File: config.mk
export PLATFORM = sky130hd
export DESIGN_NAME = tube_hit_capture
export DESIGN_NICKNAME = d
export VERILOG_FILES = /design/src/rtl/tube_hit_capture.sv
export SDC_FILE = /design/constraint.sdc
export NUM_CORES = 1
export LEC_CHECK = 0
export BUFFER_PORTS_ARGS = -buffer_cell sky130_fd_sc_hd__buf_4
export CAP_MARGIN = 20
export CORE_MARGIN = 4
export CORE_UTILIZATION = 65
export CTS_CLUSTER_DIAMETER = 100
export CTS_CLUSTER_SIZE = 20
export DETAILED_ROUTE_END_ITERATION = 8
export HOLD_SLACK_MARGIN = 0.03
export PLACE_DENSITY = 0.81
export SYNTH_ARGS = -nofsm -noshare
export SYNTH_HDL_FRONTEND = slang
export SYNTH_SLANG_ARGS = --single-unit
File: constraint.sdc
create_clock -name clk100 -period 2.7 [get_ports clk100]
set_clock_uncertainty 0.05 [all_clocks]
set_input_delay 0.405 -clock clk100 [delete_from_list [all_inputs] [get_ports clk100]]
set_output_delay 0.405 -clock clk100 [all_outputs]
set_load 0.1 [all_outputs]
File: src/rtl/tube_hit_capture.sv
// Drift-tube hit capture: a scintillator edge opens a WINDOW-cycle drift window, then 8 per-channel words are drained.
// Latency: inputs see 2 synchronizer flops + edge detect; first word is presented in the first cycle after the window closes.
// Backpressure: out_ready low holds the current word stable; coincidences arriving while busy are counted, not queued.
module tube_hit_capture #(
    parameter int unsigned WINDOW   = 255,
    parameter logic [3:0]  LAYER_ID = 4'hC
) (
    input  logic        clk100,
    input  logic        rst_n,
    input  logic        scin_coin,
    input  logic [7:0]  tube_in,
    output logic [15:0] out_data,
    output logic        out_valid,
    input  logic        out_ready,
    output logic        busy,
    output logic [7:0]  missed_cnt
);

    typedef enum logic [1:0] {IDLE, ARMED, DRAIN, CLEAR} state_t;

    localparam logic [7:0] LAST_CNT = 8'(WINDOW - 1);

    state_t      state, state_nxt;
    logic [1:0]  rst_pipe;
    logic        run;
    logic [8:0]  pin_meta, pin_sync, pin_prev;
    logic [8:0]  pin_edge;
    logic        scin_edge;
    logic [7:0]  tube_edge;
    logic [7:0]  win_cnt;
    logic [2:0]  ch_idx;
    logic [7:0]  hit;
    logic [7:0]  hit_time [8];

    // Reset release is retimed so the FSM cannot move until the second clock edge after rst_n rises.
    always_ff @(posedge clk100 or negedge rst_n) begin
        if (!rst_n) rst_pipe <= 2'b00;
        else        rst_pipe <= {rst_pipe[0], 1'b1};
    end

    assign run = rst_pipe[1];

    // Two-flop synchronizer plus a history flop for rising-edge detection on all nine async pins.
    always_ff @(posedge clk100 or negedge rst_n) begin
        if (!rst_n) begin
            pin_meta <= '0;
            pin_sync <= '0;
            pin_prev <= '0;
        end else begin
            pin_meta <= {tube_in, scin_coin};
            pin_sync <= pin_meta;
            pin_prev <= pin_sync;
        end
    end

    assign pin_edge  = pin_sync & ~pin_prev & {9{run}};
    assign scin_edge = pin_edge[0];
    assign tube_edge = pin_edge[8:1];

    // State register; busy is registered alongside it so it tracks the state exactly.
    always_ff @(posedge clk100 or negedge rst_n) begin
        if (!rst_n) begin
            state <= IDLE;
            busy  <= 1'b0;
        end else begin
            state <= state_nxt;
            busy  <= (state_nxt != IDLE);
        end
    end

    // Next-state and output decode; words are only driven while draining.
    always_comb begin
        state_nxt = state;
        out_valid = 1'b0;
        out_data  = 16'h0000;
        case (state)
            IDLE:  if (scin_edge) state_nxt = ARMED;
            ARMED: if (win_cnt == LAST_CNT) state_nxt = DRAIN;
            DRAIN: begin
                out_valid = 1'b1;
                out_data  = {(hit[ch_idx] ? hit_time[ch_idx] : 8'hFF), LAYER_ID, ch_idx, hit[ch_idx]};
                if (out_ready && (ch_idx == 3'd7)) state_nxt = CLEAR;
            end
            CLEAR: state_nxt = IDLE;
            default: state_nxt = IDLE;
        endcase
    end

    // Window counter, drain channel pointer and per-channel first-hit capture.
    always_ff @(posedge clk100 or negedge rst_n) begin
        if (!rst_n) begin
            win_cnt <= '0;
            ch_idx  <= '0;
            hit     <= '0;
            for (int i = 0; i < 8; i++) hit_time[i] <= '0;
        end else begin
            case (state)
                IDLE: begin
                    win_cnt <= '0;
                    ch_idx  <= '0;
                end
                ARMED: begin
                    win_cnt <= win_cnt + 8'd1;
                    for (int i = 0; i < 8; i++) begin
                        if (tube_edge[i] && !hit[i]) begin
                            hit[i]      <= 1'b1;
                            hit_time[i] <= win_cnt;
                        end
                    end
                end
                DRAIN: begin
                    if (out_ready) ch_idx <= ch_idx + 3'd1;
                end
                CLEAR: begin
                    hit <= '0;
                    for (int i = 0; i < 8; i++) hit_time[i] <= '0;
                end
                default: ;
            endcase
        end
    end

    // Saturating count of coincidences that arrive while an event is already in flight.
    always_ff @(posedge clk100 or negedge rst_n) begin
        if (!rst_n)                                                  missed_cnt <= '0;
        else if (scin_edge && (state != IDLE) && (missed_cnt != 8'hFF)) missed_cnt <= missed_cnt + 8'd1;
    end

endmodule

==> impl_results.md, run 1 <==
- TritonCTS clock tree: done
- Clock Sinks: 123
- Worst Path Arrival: 2260 ps
- Largest net degree at the start of global routing: 47
- Wirelength, routed: 14100 um
- Vias: 3889
- Hold EP: state[0]
- Final nets: 519
- Post-synth EDFFs: 0
- Critical path's slowest cell: mux4_2
- CTS clk-pin slew, worst paths: 60 ps
- Failing checks: negative setup slack
- Buffers on Ports: 35
- Cell count of the worst hold path: 3
- CTS max path bufs: 2
- Wire per inst: 22.8 um
- Die ar.: 9980 sq um
- Setup-failing EPs final: 1
- Final setup margin: -19.5 ps
- Vias per cell: 6.28
- Slew @ Worst Pin: 685 ps
- Worst R2R Path Depth: 4
- FF-to-FF End: hit_time[13]
- Max-cap violation count: 0
- Synthesized flop and latch total: 123
- Met2 wire len: 7330 um
- IO Count: 38
- Fin. max-slew vios: 0
- Detailed Routing Iterations Pass 1: 5
- Worst path required time: 2250 ps
- Antenna Nets Post-Route: 0
- Synth area leader: dfrtp_1
- GP Congestion: 0.820
- Fin. Hold Viols: 0
- Crit start category: flip-flop
- Max-Slew Margin vs Limit: 54.2%
- Root buf cell: clkbuf_8
- Comb power frac: 17.7%
- Power Internal: 3930 uW
- Cell Rows: 33
- Synth top cells by count: dfrtp_1 (123), nor2_1 (78), mux2i_1 (64)
- Place WS: 394 ps
- Yosys cell types: 39
- Sw Share: 30.5%
- Minimum clock period: 2720 ps
- Clock latency on the worst-skew pair: 530 ps
- First DRT Iteration DRCs: 302
- Area contributors post-synth: dfrtp_1 (56%), mux2i_1 (12%), nor2_1 (5.3%), mux4_1 (5.3%), nand2_1 (3.3%)
- Crit path buf inv count: 1
- P per Cell Area: 846 nW/um^2
- Top-count cell post-synth: dfrtp_1
- Worst path cell trace: mux4_2 > nand2_4 > nand2_8 > a31oi_2 > buf_6
- Worst R2R Setup Slack: 380 ps
- Drt drc: 0
- Core area: 8220 sq um
- Status: finished with violations
- Post-synth ARST share: 100%
- Largest stage delay, worst path: 580 ps
- Period utilization: 101%
- Dominant synthesized flop cell: dfrtp_1
- Initial antenna violation count: 0
- Yosys warns: 0
- Synthesized instance count: 457
- LEAKAGE: 0.00342 uW
- Post-synth design cell area: 5490 sq um
- DR WL met3: 824 um
- Top layer in use: met4
- Setup TNS: -19.5 ps
- Top delay family on crit path: multiplexers
- Min-Delay Startpoint: out_ready
- # diodes: 0
- Critical Path Fanout Max: 8
- Seq/Total Area, Yosys: 56.1%
- Layout area overhead: 21.7%
- Post-synth top area share: 56.1%
- Min Hold Slack: 206 ps
- Clock power share: 40.0%
- Overflow after GRT: 0
- Die Height: 99.9 um
- Hold crit path type: in -> reg
- Worst vdd ir: 0.000791 V
- Sequential power share: 42.3%
- WS Path Type: reg -> out
- Vias in the first global route: 4184
- FMAX: 368 MHz
- Mean Syn Cell Area: 12.0 sq um
- Launching point of the worst reg2reg path: state[1]
- Die W: 99.9 um
- Share of post-route cells with drive strength above 1: 23.0%
- H-tree lvl count: 4
- Detail Placement HPWL: 7890 um
- Critical Path End Type: primary output
- Initial Utilization: 66.8%
- CTS Buf Count: 17
- P_sw: 1720 uW
- Global-route wire length before repair: 22000 um
- Post-layout util: 81.3%
- Met1 Routed Length: 5420 um
- Total track usage: 29.2%
==> cell type report <==
| class | instances | area, sq um |
|---|---|---|
| clock buffer | 17 | 414 |
| clock inverter | 14 | 170 |
| tap | 105 | 131 |
| multi-input combinational | 293 | 2290 |
| sequential | 123 | 3080 |
| inverter | 4 | 15.0 |
| timing repair buffer | 63 | 581 |
| fill | 425 | 1540 |
==> cells in the final DEF, fill, tap and decap left out, drive strengths merged, types with 9 or more instances in the layout <==
master	instances
dfrtp	123
nor2	78
mux2i	64
buf	53
nand2	49
mux4	18
clkbuf	17
nand3	12
dlygate4sd3	10
o21ai	9
a31oi	9
==> layer usage <==
| metal | global-route usage [%] | up-vias |
|---|---|---|
| li1 | - | 1662 |
| met1 | 35.6 | 2006 |
| met2 | 49.7 | 173 |
| met3 | 6.12 | 48 |
| met4 | 14.2 | 0 |
| met5 | 0 | - |
==> worst min-delay path, cell delays in order <==
cell	delay [ps]
buf_4	110
a31oi_1	80
o21ai_0	140
==> cell families (layout without fill, tap and decap cells) <==
family,count (synthesis),count (layout),share of synthesized area [%]
simple gates,161,161,12.5
compound gates,31,31,3.65
mux,85,85,20.4
flops,123,123,56.1
buf+inv,42,98,4.85
fa+ha+maj,5,5,1.14
xor+xnor,8,8,1.28
other cells,2,3,0.137
==> registers in the layout, summed over array words and instances (netlist names) <==
name / flops
missed_cnt: 8
hit_time: 64
busy: 1
win_cnt: 8
rst_pipe: 2
pin_prev: 9
pin_sync: 9
state: 2
pin_meta: 9
hit: 8
ch_idx: 3
==> how the worst max path moves through the flow <==
stage	startpoint	to	slack, ps	cells past startpoint
6_report	ch_idx[0]	out_data[8]	-20	5
5_1_grt	ch_idx[0]	out_data[8]	-50	5
4_1_cts	ch_idx[0]	out_data[11]	6	5
3_5_place_dp	ch_idx[0]	out_data[13]	390	5
3_3_place_gp	ch_idx[0]	out_data[15]	470	5
2_1_floorplan	state[0]	out_data[3]	7	4
==> what timing repair did <==
action | CTS | global route
endpoints found under the hold margin | 45 | 0
endpoints found under the setup margin | 10 | 8
pin swaps | 0 | 0
resized for setup | 19 | 19
hold buffers | 10 | 0
gates cloned | 0 | 0
buffers inserted | 0 | 2
==> power groups by stage <==
stage / clock (uW) / sequential [uW] / combinational (uW)
2_1_floorplan: 0 / 2580 / 464
3_3_place_gp: 0 / 2370 / 874
3_5_place_dp: 0 / 2400 / 915
4_1_cts: 2260 / 2380 / 963
5_1_grt: 2360 / 2430 / 1080
6_report: 2260 / 2390 / 998
==> stage by stage <==
stage,total power (uW),instance area [sq um],instances
after floorplan,3040,5550,458
after global placement,3240,5830,576
after detailed placement,3310,5830,576
after CTS,5600,6580,617
after global routing,5870,6680,619
final,5650,6680,619
Power figures use the tool's default switching activity.
==> run 2: changes to the inputs <==
--- a/config.mk
+++ b/config.mk
@@ -7,13 +7,16 @@
 export LEC_CHECK = 0
 export BUFFER_PORTS_ARGS = -buffer_cell sky130_fd_sc_hd__buf_4
 export CAP_MARGIN = 20
+export CELL_PAD_IN_SITES_DETAIL_PLACEMENT = 1
+export CELL_PAD_IN_SITES_GLOBAL_PLACEMENT = 2
 export CORE_MARGIN = 4
-export CORE_UTILIZATION = 65
+export CORE_UTILIZATION = 44
 export CTS_CLUSTER_DIAMETER = 100
 export CTS_CLUSTER_SIZE = 20
 export DETAILED_ROUTE_END_ITERATION = 8
 export HOLD_SLACK_MARGIN = 0.03
-export PLACE_DENSITY = 0.81
+export PLACE_DENSITY = 0.8
+export SLEW_MARGIN = 0
 export SYNTH_ARGS = -nofsm -noshare
 export SYNTH_HDL_FRONTEND = slang
 export SYNTH_SLANG_ARGS = --single-unit
==> run 2 against run 1 <==
The flow now finishes without violations. Global-route usage shrank 9.6 points. Sequential power about the same. Cell area decreased by 2.3%. Core utilization decreased by 27 points. Setup slack better by 130 ps. Via count shrank 8.8%. Non-clock buffer count decreased by 7. Combinational power decreased by 9.1%. Hold slack got worse by 160 ps. Register-to-register slack better by 530 ps. Clock power decreased by 9%. Final cell count increased by 9.0%. Critical path type unchanged.
==> impl_results.md, run 2 (synthesized netlist as in run 1, its figures left out) <==
- Post-CTS setup buffers: 0
- First DRT Iteration DRCs: 213
- FMAX: 387 MHz
- Vias per cell: 5.25
- Global-route wire length before repair: 21600 um
- Fin. Hold Viols: 0
- H-tree lvl count: 4
- Grt peak-use layer: met2
- Buffers on Ports: 35
- Slew @ Worst Pin: 819 ps
- Crit start category: flip-flop
- Most common cell after layout, fill and taps aside: dfrtp_1
- CTS max path bufs: 2
- CTS Buf Count: 17
- Unrepaired setup endpoints after global routing: no
- Wirelength, routed: 13000 um
- Root buf cell: clkbuf_16
- Core area: 12100 sq um
- Wire per inst: 19.2 um
- Commonest cells after routing, fill and taps aside: dfrtp_1 (123), nor2_1 (78), mux2i_1 (64)
- Initial antenna violation count: 0
- Placed instance area: 5930 sq um
- Die ar.: 14300 sq um
- Critical Path End Type: primary output
- Max FFs per register: 64
- Vias in the first global route: 3902
- Global routing usage on met3: 4.29%
- Clock latency on the worst-skew pair: 410 ps
- GP Congestion: 0.751
- Max-cap violation count: 0
- Layout area overhead: 18.9%
- Cell Rows: 40
- WS Path Type: reg -> out
- Die Height: 120 um
- Min Hold Slack: 49.1 ps
- Final nets: 512
- Period utilization: 95.8%
- Share of post-route cells with drive strength above 1: 21.3%
- Die W: 120 um
- GR Util met1: 25.5%
- Fin. max-slew vios: 0
- Finished Cell Area: 6530 sq um
- Total track usage: 19.6%
- Minimum clock period: 2590 ps
- Max-Slew Margin vs Limit: 45.4%
- Met2 Usage GRT: 32.6%
- Worst Path Arrival: 2130 ps
- Setup-failing EPs final: 0
- Vias: 3547
- P per Cell Area: 821 nW/um^2
- Initial Utilization: 45.3%
- Largest net degree at the start of global routing: 83
- Worst path required time: 2250 ps
- Detailed Routing Iterations Pass 1: 4
- Detail Placement HPWL: 8430 um
- LEAKAGE: 0.00336 uW
- IO Count: 38
- Antenna Nets Post-Route: 0
- Clock Sinks: 123
- Status: complete, no violations
- TritonCTS clock tree: done
- Overflow after GRT: 0
- Critical Path Fanout Max: 20
- Worst vdd ir: 0.000653 V
- Fill count: 1272
- Setup TNS: 0 ps
- Drt drc: 0
- CTS clk-pin slew, worst paths: 60 ps
- # diodes: 0
- Hold crit path type: in -> reg
- Biggest register: hit_time
-- run 2: changes by cell type in the layout (fill, tap and decap cells not counted), moves of 3 or more --
| cell | change |
|---|---|
| a31oi_2 | +6 |
| a31oi_4 | -6 |
| buf_6 | +5 |
| buf_8 | -4 |
| clkbuf_1 | +3 |
| clkinv_2 | +4 |
| clkinvlp_4 | -3 |
| dlygate4sd3_1 | -8 |
| inv_6 | -3 |
| nand2_1 | +3 |
-- run 2: repair_timing --
action | 4_1_cts | 5_1_grt
endpoints found under the setup margin | 8 | 8
hold buffers | 1 | 1
hold endpoints to repair | 82 | 1
resized for setup | 5 | 7
-- run 2: final timing paths --
| kind | from | end | slack [ps] | cells past startpoint |
|---|---|---|---|---|
| worst min-delay path | tube_in[3] | pin_meta[4] | 50 | 1 |
| worst min register to register | pin_meta[7] | pin_sync[7] | 300 | 0 |
| worst max-delay path | ch_idx[0] | out_data[12] | 110 | 5 |
| min in group asynchronous | rst_n | pin_sync[3] | 510 | 3 |
| worst max register to register | state[1] | hit_time[51] | 910 | 6 |
| max in group asynchronous | rst_n | hit_time[21] | 1660 | 3 |
-- run 2: area by class of cell --
class / instances / area, sq um / share of cell area [%]
sequential: 123 / 3080 / 47.2
timing repair buffer: 56 / 472 / 7.23
clock inverter: 9 / 72.6 / 1.11
inverter: 4 / 15.0 / 0.230
clock buffer: 22 / 464 / 7.11
tap: 168 / 210 / 3.22
multi-input combinational: 293 / 2220 / 33.9
-- run 2: metrics by stage --
step           setup slack (ps)  power (uW)  utilization, %  std cells
2_1_floorplan              7.00        3040               -        458
3_3_place_gp                445        3260            48.9        642
3_5_place_dp                409        3320            48.9        642
4_1_cts                    39.0        5420            53.6        674
5_1_grt                    2.80        5630            53.9        675
6_report                    115        5360            53.9        675
-- run 2: per-layer routing --
metal | wire length (um) | part of all wire [%]
met5 | 0 | 0
met4 | 202 | 1.6
met3 | 502 | 3.9
met2 | 6450 | 50
met1 | 5800 | 45
-- run 2: critical path: stages (launching register included) --
cell and delay [ps]:
dfrtp_1 400, buf_6 280, mux4_1 600, nand2_1 100, a31oi_2 100, buf_6 230
-- run 2: power by group --
part / internal [uW] / switching, uW
logic: 342 / 566
clock network: 1290 / 770
registers: 2170 / 217
total: 3810 / 1550
==> run 3: changes to the inputs <==
==> constraint.sdc (replaced) <==
create_clock -name clk100 -period 2.7 [get_ports clk100]
set_clock_uncertainty 0.05 [all_clocks]
set_input_delay 0.27 -clock clk100 [delete_from_list [all_inputs] [get_ports clk100]]
set_output_delay 0.27 -clock clk100 [all_outputs]
set_load 0.1 [all_outputs]
==> run 3 against run 2 <==
Setup slack got worse by 17 ps. Die area stayed put. Combinational power increased by 2.4%. Final cell count up 1.0%. Core utilization increased by 1.6 points. Highest routed layer unchanged. Sequential cell count unchanged. Sequential share of layout area shrank 1.4 points. Critical endpoint is now out_data[13]. First-iteration DRC count is 19% higher. Clock power grew 29%. Total power grew 12%.
==> impl_results.md, run 3 (synthesized netlist as in run 1, its figures left out) <==
- Cell Rows: 40
- Core area: 12100 sq um
- Max FFs per register: 64
- Antenna Nets Post-Route: 0
- Detail Placement HPWL: 8420 um
- Worst path required time: 2380 ps
- Worst R2R Path Depth: 6
- Inst Count DP: 640
- Hold crit path type: in -> reg
- Finished Cell Area: 6720 sq um
- Crit start category: flip-flop
- Period utilization: 96.4%
- Commonest cells after routing, fill and taps aside: dfrtp_1 (123), nor2_1 (78), mux2i_1 (64)
- WS Path Type: reg -> out
- Die Height: 120 um
- Layout area overhead: 22.4%
- Final nets: 518
- Total track usage: 21.2%
- P per Cell Area: 891 nW/um^2
- Status: complete, no violations
- H-tree lvl count: 4
- Most common cell after layout, fill and taps aside: dfrtp_1
- Buffers on Ports: 35
- Initial antenna violation count: 0
- Min-Delay Startpoint: out_ready
- Minimum clock period: 2600 ps
- Vias: 3620
- Root buf cell: clkbuf_16
- Vias per cell: 5.31
- LEAKAGE: 0.00344 uW
- Drt drc: 0
- Worst path cell trace: buf_4 > mux4_1 > nand2_1 > a31oi_2 > buf_4
- CTS clk-pin slew, worst paths: 60 ps
- Fin. Hold Viols: 0
- Post-CTS setup buffers: 0
- Hold EP: state[0]
- Overflow after GRT: 0
- Cell count of the worst hold path: 3
- # diodes: 0
- Initial Utilization: 45.3%
- Setup-failing EPs final: 0
- FMAX: 384 MHz
- Die W: 120 um
- Largest net degree at the start of global routing: 57
- Finished Layout Cells: 682
- Share of post-route cells with drive strength above 1: 20.8%
- IO Count: 38
- Die ar.: 14300 sq um
- Detailed Routing Iterations Pass 1: 4
- GP Congestion: 0.749
- CTS max path bufs: 2
- Clock latency on the worst-skew pair: 420 ps
- Global-route wire length before repair: 22800 um
- Clock Sinks: 123
- First DRT Iteration DRCs: 254
- Critical Path End Type: primary output
- Placed instance area: 5920 sq um
- Wirelength, routed: 13800 um
- Max-Slew Margin vs Limit: 47.4%
- Fin. max-slew vios: 0
- Fill count: 1266
- Worst vdd ir: 0.000849 V
- Unrepaired setup endpoints after global routing: no
- Critical Path Fanout Max: 20
- Max-cap violation count: 0
- Pwr Total: 5990 uW
- Worst R2R Setup Slack: 860 ps
- Setup TNS: 0 ps
- TritonCTS clock tree: done
- Slew @ Worst Pin: 789 ps
- Launching point of the worst reg2reg path: state[1]
- CP most frequent cell: buf_4
- Worst Path Arrival: 2280 ps
- Biggest register: hit_time
- FF-to-FF End: hit_time[61]
- Wire per inst: 20.2 um
- Vias in the first global route: 4052
- Largest stage delay, worst path: 620 ps
- CTS Buf Count: 17
- Critical path's slowest cell: mux4_1
-- run 3: report_power, final --
| part | switching, uW | leakage [uW] | internal [uW] |
|---|---|---|---|
| combinational | 582 | 0.00162 | 347 |
| clock | 835 | 0.000331 | 1820 |
| sequential | 229 | 0.00149 | 2170 |
-- run 3: routing by layer --
| layer | track usage [%] | vias to the layer above | wire, um |
|---|---|---|---|
| li1 | - | 1657 | - |
| met1 | 26.4 | 1890 | 6150 |
| met5 | 0 | - | 0 |
| met4 | 7.44 | 0 | 213 |
| met3 | 6.08 | 18 | 473 |
| met2 | 35.4 | 55 | 6970 |
-- run 3: worst max path at each step --
| stage | cells past startpoint | end | slack [ps] | from |
|---|---|---|---|---|
| 2_1_floorplan | 4 | out_data[2] | 90 | state[0] |
| 6_report | 5 | out_data[13] | 100 | ch_idx[0] |
| 4_1_cts | 5 | out_data[14] | 50 | ch_idx[0] |
| 3_3_place_gp | 5 | out_data[15] | 560 | ch_idx[0] |
| 5_1_grt | 5 | out_data[8] | 10 | ch_idx[0] |
| 3_5_place_dp | 5 | out_data[13] | 530 | ch_idx[0] |
-- run 3: repair_timing --
action,CTS,global route
setup endpoints to repair,0,1
hold buffers,10,0
endpoints found under the hold margin,62,0
gates resized for setup,0,1
-- run 3: cell type report --
class                           instances  area, sq um  area share [%]
Inverter                                4         15.0           0.223
Multi-Input combinational cell        293         2200            32.8
Tap cell                              168          210            3.13
Clock inverter                         11          213            3.17
Sequential cell                       123         3080            45.8
Timing Repair Buffer                   62          519            7.73
Clock buffer                           21          480            7.15
-- run 3: worst max-delay path, delay by kind of cell, from the launching register on --
kind / cells / cell delay [ps]
compound gates: 1 / 90
flops: 1 / 390
simple gates: 1 / 120
buf+inv: 2 / 630
mux: 1 / 620
-- run 3: stage by stage --
stage,utilization (%),hold WS (ps),worst slack (ps)
final,55.5,179,97.6
after CTS,55.5,158,52.5
after floorplan,-,-75.6,94.6
after detailed placement,48.9,287,533
after global placement,48.9,282,560
after global routing,55.5,190,10.2
